[config.mk]
export PLATFORM = sky130hd
export DESIGN_NAME = instr_fetch
export DESIGN_NICKNAME = d
export VERILOG_FILES = /design/src/rtl/instr_fetch.sv
export SDC_FILE = /design/constraint.sdc
export NUM_CORES = 1
export LEC_CHECK = 0
export CORE_MARGIN = 5
export CORE_UTILIZATION = 40
export CTS_BUF_LIST = sky130_fd_sc_hd__clkbuf_4 sky130_fd_sc_hd__clkbuf_8
export DETAILED_ROUTE_END_ITERATION = 10
export PLACE_DENSITY_LB_ADDON = 0.05
export SETUP_SLACK_MARGIN = 0.1
export SYNTH_ARGS = -nofsm -noshare
export SYNTH_HDL_FRONTEND = slang
export SYNTH_SLANG_ARGS = --single-unit
[constraint.sdc]
create_clock -name clk -period 9.45 [get_ports clk]
set_input_delay 1.89 -clock clk [delete_from_list [all_inputs] [get_ports clk]]
set_output_delay 1.89 -clock clk [all_outputs]
set_load 0.03 [all_outputs]
[src/rtl/instr_fetch.sv]
// instr_fetch: instruction fetch FSM with PC sequencing and optional fetch timeout (FETCH_TIMEOUT_EN).
module instr_fetch #(
    parameter logic [31:0] RESET_PC       = 32'h0000_0000,
    parameter logic [7:0]  TIMEOUT_CYCLES = 8'd255
) (
    input  logic        clk,
    input  logic        rst,
    output logic        imem_req,
    output logic [31:0] imem_addr,
    input  logic        imem_ack,
    input  logic [31:0] imem_rdata,
    output logic [31:0] pc,
    output logic [31:0] instr,
    output logic [5:0]  opcode,
    output logic [5:0]  funct,
    output logic        instr_valid,
    input  logic        exec_done,
    input  logic        sel_pc,
    input  logic        sel_addpc,
    output logic        fetch_err
);
    typedef enum logic [1:0] {START, FETCH, HOLD, ERROR} state_t;
    state_t state;
    logic [31:0] pc4, jmp_tgt, br_tgt, next_pc;
    assign pc4       = pc + 32'd4;
    assign jmp_tgt   = {pc4[31:28], instr[25:0], 2'b00};
    assign br_tgt    = pc4 + {{14{instr[15]}}, instr[15:0], 2'b00};
    assign next_pc   = sel_pc ? jmp_tgt : sel_addpc ? br_tgt : pc4;
    assign imem_addr = pc;
    assign opcode    = instr[31:26];
    assign funct     = instr[5:0];
`ifdef FETCH_TIMEOUT_EN
    logic [7:0] cnt;
    always_ff @(posedge clk) begin
        if (rst) begin
            state       <= START;
            pc          <= RESET_PC;
            instr       <= '0;
            instr_valid <= 1'b0;
            imem_req    <= 1'b0;
            fetch_err   <= 1'b0;
            cnt         <= '0;
        end else begin
            unique case (state)
                START: begin
                    state    <= FETCH;
                    imem_req <= 1'b1;
                    cnt      <= '0;
                end
                FETCH: begin
                    if (imem_ack) begin
                        instr       <= imem_rdata;
                        instr_valid <= 1'b1;
                        imem_req    <= 1'b0;
                        state       <= HOLD;
                    end else if (cnt + 8'd1 == TIMEOUT_CYCLES) begin
                        imem_req  <= 1'b0;
                        fetch_err <= 1'b1;
                        state     <= ERROR;
                    end else begin
                        cnt <= cnt + 8'd1;
                    end
                end
                HOLD: begin
                    if (exec_done) begin
                        pc          <= next_pc;
                        instr_valid <= 1'b0;
                        imem_req    <= 1'b1;
                        cnt         <= '0;
                        state       <= FETCH;
                    end
                end
                default: begin
                    imem_req    <= 1'b0;
                    instr_valid <= 1'b0;
                    fetch_err   <= 1'b1;
                end
            endcase
        end
    end
`else
    assign fetch_err = 1'b0;
    always_ff @(posedge clk) begin
        if (rst) begin
            state       <= START;
            pc          <= RESET_PC;
            instr       <= '0;
            instr_valid <= 1'b0;
            imem_req    <= 1'b0;
        end else begin
            unique case (state)
                START: begin
                    state    <= FETCH;
                    imem_req <= 1'b1;
                end
                FETCH: begin
                    if (imem_ack) begin
                        instr       <= imem_rdata;
                        instr_valid <= 1'b1;
                        imem_req    <= 1'b0;
                        state       <= HOLD;
                    end
                end
                HOLD: begin
                    if (exec_done) begin
                        pc          <= next_pc;
                        instr_valid <= 1'b0;
                        imem_req    <= 1'b1;
                        state       <= FETCH;
                    end
                end
                default: begin
                    imem_req    <= 1'b0;
                    instr_valid <= 1'b0;
                end
            endcase
        end
    end
`endif
endmodule

After elaboration in Yosys (flattened, before gate mapping)
Cells that the tools add are included.

storage, ports and cells
  register bits after elaboration = 68
  bits of input ports = 38
  output and inout port bits = 111
  word-level logic and storage cells = 30

cells by class
  add/sub/neg operators = 2
  equal/unequal tests = 4
  multiplexer cells = 11
  bitwise logic cells = 1
  reductions and logical operators = 7

operator list
  kind                                                              number
  32-bit 2-to-1 mux                                                 2
  32-bit by 3-bit adder with 32-bit output (second input constant)  1
  32-bit adder                                                      1
  1-bit case mux with 3 select lines                                2
  2-bit case mux with 3 select lines                                1
  2-bit AND reduction                                               3
  3-bit AND reduction                                               2
  1-bit 2-to-1 mux                                                  4
  2-bit 2-to-1 mux                                                  2
  2-bit inequality test (second input constant)                     2
  3-bit nonzero test                                                1
  2-bit by 1-bit == test with 1-bit output (second input constant)  1
  2-bit == test (second input constant)                             1
  2-bit logical NOT                                                 1
  1-bit inverter                                                    1

Longest topological paths before layout
  word-level depth = 4
  mapped depth = 17
  gate-level depth less buffers = 16

Worst setup path after synthesis
OpenSTA, ideal clock, no wires.

  path kind = flip-flop to flip-flop
  from = register pc[4], in the netlist imem_addr[4]
  to = register pc[31], in the netlist imem_addr[31]
  library setup time = 123 ps
  arrival = 3536 ps
  data required time = 9327 ps
  path slack = 5791 ps
  cell stages (with the launch flop) = 16
  buffers on the path = 0
  clock period less this slack = 3659 ps
  cell sequence = dfxtp_1 > and4_1 > nand4_1 > or2_1 > nor2_1 > xor2_1 > ha_1 > a21o_1 > o21ba_2 > nor2_1 > nor3b_4 > mux2i_1 > a41o_1 > nor2_1 > mux2i_1 > mux2_1

between the ends
  word-level cells in the longest chain between the ends = 4

RTL lines
  what                                          line  RTL
  start, declared                               12    output logic [31:0] pc,
  start signal, assigned                        106   pc <= next_pc;
  32-bit by 3-bit adder with 32-bit output (*)  25    assign pc4 = pc + 32'd4;
  32-bit adder                                  27    assign br_tgt = pc4 + {{14{instr[15]}}, instr[15:0], 2'b00};
  32-bit 2-to-1 mux                             28    assign next_pc = sel_pc ? jmp_tgt : sel_addpc ? br_tgt : pc4;
  32-bit 2-to-1 mux (*)                         28

Mark *: on every way between the ends. The rest lies on a longest branch, timed or not.
A chain may end at the register's enable or synchronous reset.

Final worst setup path
  from = input exec_done
  to = register pc[19], in the netlist imem_addr[19]

between the ends
  word-level cells in the longest chain between the ends = 1

RTL lines
  what                                  line  RTL
  start, declared                       17    input logic exec_done,
  2-bit AND reduction (no source line)  n/a

Every way passes these cells.

==> results.yml <==
status:
  outcome: "finished, final reports clean"
logic_synthesis:
  yosysTopAreaCellShare: 0.2419
  avgSynthCellArea_um2: 7.533
  yosys.area.top_type: "dfxtp_1"
  synthTopCellsByArea: "dfxtp_1 (24%), ha_1 (8.5%), nand2_1 (8.2%)"
  synth.distinct_cells: 77
  ys_async_sr_fraction: 0
  yosysSeqAreaShare: 0.2419
  synth_commonest_cells: "nand2_1 (120), a21oi_1 (75), dfxtp_1 (66), nor2_1 (53), buf_4 (51)"
  synth_seq_cells: 66
  synth.most_common_cell: "nand2_1"
  syn_area_um2: 5461
  yosysWarnings: 0
  synth_ff_type: "dfxtp_1"
  synthCells: 725
  synth-edff-count: 0
timing:
  fin_hold_ws_ns: 0.4723
  fin_worst_skew_ns: 0.007025
  fin_ws_ns: 5.044
  rsz0062_at_grt: "false"
  slew_violations: 0
  finalSetupViolCount: 0
  finalCritPeriodShare: 0.4663
  finalSetupTns_ns: 0
  post-route-min-period_ns: 4.406
  max_slew_margin: 0.3290
  worstMarginPinSlew_ns: 1.004
  max_freq_mhz: 226.9
  hold_viol: 0
pwr:
  p_comb_frac: 0.217
  switching_share: 0.3024
  total_power_mw: 0.7313
  power_density_nw_per_um2: 106.6
  intPower_mw: 0.5102
  peakVddDrop_mv: 0.09992
  seqPwrFrac: 0.414
  power.leakage_nw: 2.761
  switchingPower_mw: 0.2211
  clockPowerShare: 0.369
die:
  num_rows: 42
  initial_utilization: 0.4108
  die_x_um: 126.9
  boundaryPins: 149
  die_height_um: 126.9
  core_area_um2: 13300
  dieArea_um2: 16090
clock_network:
  cts-resized-gates: 0
  clock-root-buffer: "clkbuf_8"
  clk_pin_slew_ns: 0.07
  postCtsSetupRepairBufs: 0
  cts_htree_levels: 3
  cts_buffer_depth: 2
  hold_buffers: 0
  cts_sinks: 66
  cts_tree: "built"
  clkLatencyLatePin_ns: 0.35
  cts_buffers: 9
global_routing:
  grt_pass1_wl_mm: 27.67
  grt_max_degree: 61
  antenna_found_initial: 0
  grt_usage: 0.2113
  grt_pass1_vias: 5153
  overflow: 0
route:
  vias: 5368
  viasPerCell: 5.439
  drt_wl_total_mm: 17.40
  dr.pass1.iters: 5
  drt-initial-drc-count: 452
  drt.antenna.violating_nets: 0
  wl_per_cell_um: 17.63
  drc: 0
place:
  gp_congestion: 0.8754
  place_ws_ns: 4.719
  post-dp-hpwl_mm: 13.44
  io_buffers: 143
  postPlaceCellArea_um2: 6639
critical_path:
  startpoint: "exec_done"
  worstPathMaxFanout: 25
  worstPathArrival_ns: 4.68
  path_class: "in2reg"
  end_kind: "flip-flop"
  cp_data_required_time_ns: 9.72
  worstReg2RegStart: "imem_addr[4]$_SDFFE_PP0P_"
  worstSetupStartpointType: "primary input"
layout:
  diodes: 0
  design_area_um2: 6862
  layout-drive-gt1-share: 0.05795
  areaGrowthSynthToFinish_pct: 25.64
  nNetsFinal: 882
flow_run:
  cap_violations: 0
worst_hold_path:
  hp-class: "reg2reg"
  min_from: "instr[21]$_SDFFE_PP0P_"
sequential cells by signal, indices dropped and copies added, names as in the netlist:
register,count
imem_addr,30
imem_req,1
instr,32
instr_valid,1
state,2
power groups by stage:
stage | Clock, mW | Combinational, mW | Sequential, mW
2_1_floorplan | 0 | 0.0859 | 0.323
3_3_place_gp | 0 | 0.156 | 0.308
3_5_place_dp | 0 | 0.157 | 0.309
4_1_cts | 0.276 | 0.158 | 0.302
5_1_grt | 0.286 | 0.171 | 0.304
6_report | 0.270 | 0.159 | 0.303
worst paths after layout:
check                                                   to  slack [ns]  depth (start not counted)
worst max-delay path            imem_addr[19]$_SDFFE_PP0P_        5.04                          5
worst min-delay path                instr[21]$_SDFFE_PP0P_        0.47                          2
worst max register to register  imem_addr[31]$_SDFFE_PP0P_        5.28                         15
worst min register to register      instr[21]$_SDFFE_PP0P_        0.47                          2
critical path, stage by stage:
cell	delay [ns]
clkdlybuf4s50_1	0.54
nand3_1	0.72
nor2_1	0.93
nand2_1	0.35
o22ai_1	0.24
logic make-up (layout without fill, tap and decap cells):
| logic type | Yosys count | in the layout | share of synthesized area |
|---|---|---|---|
| other | 1 | 5 | 0.0006866 |
| adders and majority gates | 38 | 38 | 0.08843 |
| buffers and inverters | 102 | 184 | 0.1116 |
| xor gates and xnor gates | 51 | 51 | 0.08179 |
| muxes | 9 | 9 | 0.01672 |
| and+or+nand+nor | 260 | 260 | 0.2206 |
| AOI/OAI and AO/OA | 198 | 198 | 0.2383 |
| DFF | 66 | 66 | 0.2419 |
routing by layer:
metal | GRT usage | vias to the layer above | share of wire
met5 | 0 | - | 0
met4 | 0.04353 | 0 | 0.0078
met3 | 0.04708 | 10 | 0.070
met2 | 0.3051 | 184 | 0.42
met1 | 0.3203 | 2507 | 0.50
li1 | - | 2667 | -
cell type report:
type / instances / area [um^2]
well taps: 176 / 220.2
repair buffers: 150 / 1479
multi-input cells: 561 / 3551
clock buffers: 11 / 145.1
flip-flops and latches: 66 / 1321
fillers: 1335 / 6434
inverters: 18 / 67.56
clock inverters: 5 / 77.57
through the flow:
stage,util,instances
4_1_cts,0.5161,987
5_1_grt,0.5161,987
3_5_place_dp,0.4993,971
3_3_place_gp,0.4993,971
2_1_floorplan,-,729
6_report,0.5161,987
layout by cell type (no fill, tap or decap), types with 10 or more instances in the layout:
cell type          n
o21ai_0           26
nand3_1           14
dfxtp_1           66
nand4_1           15
clkdlybuf4s50_1  142
nor2_1            53
o22ai_1           10
a21oi_1           75
nand2_1          120
ha_1              37
clkbuf_8          10
inv_1             17
xnor2_1           32
a21o_1            18
xor2_1            19
nor3_1            13
and3_1            14
(Power assumes the default switching activity.)
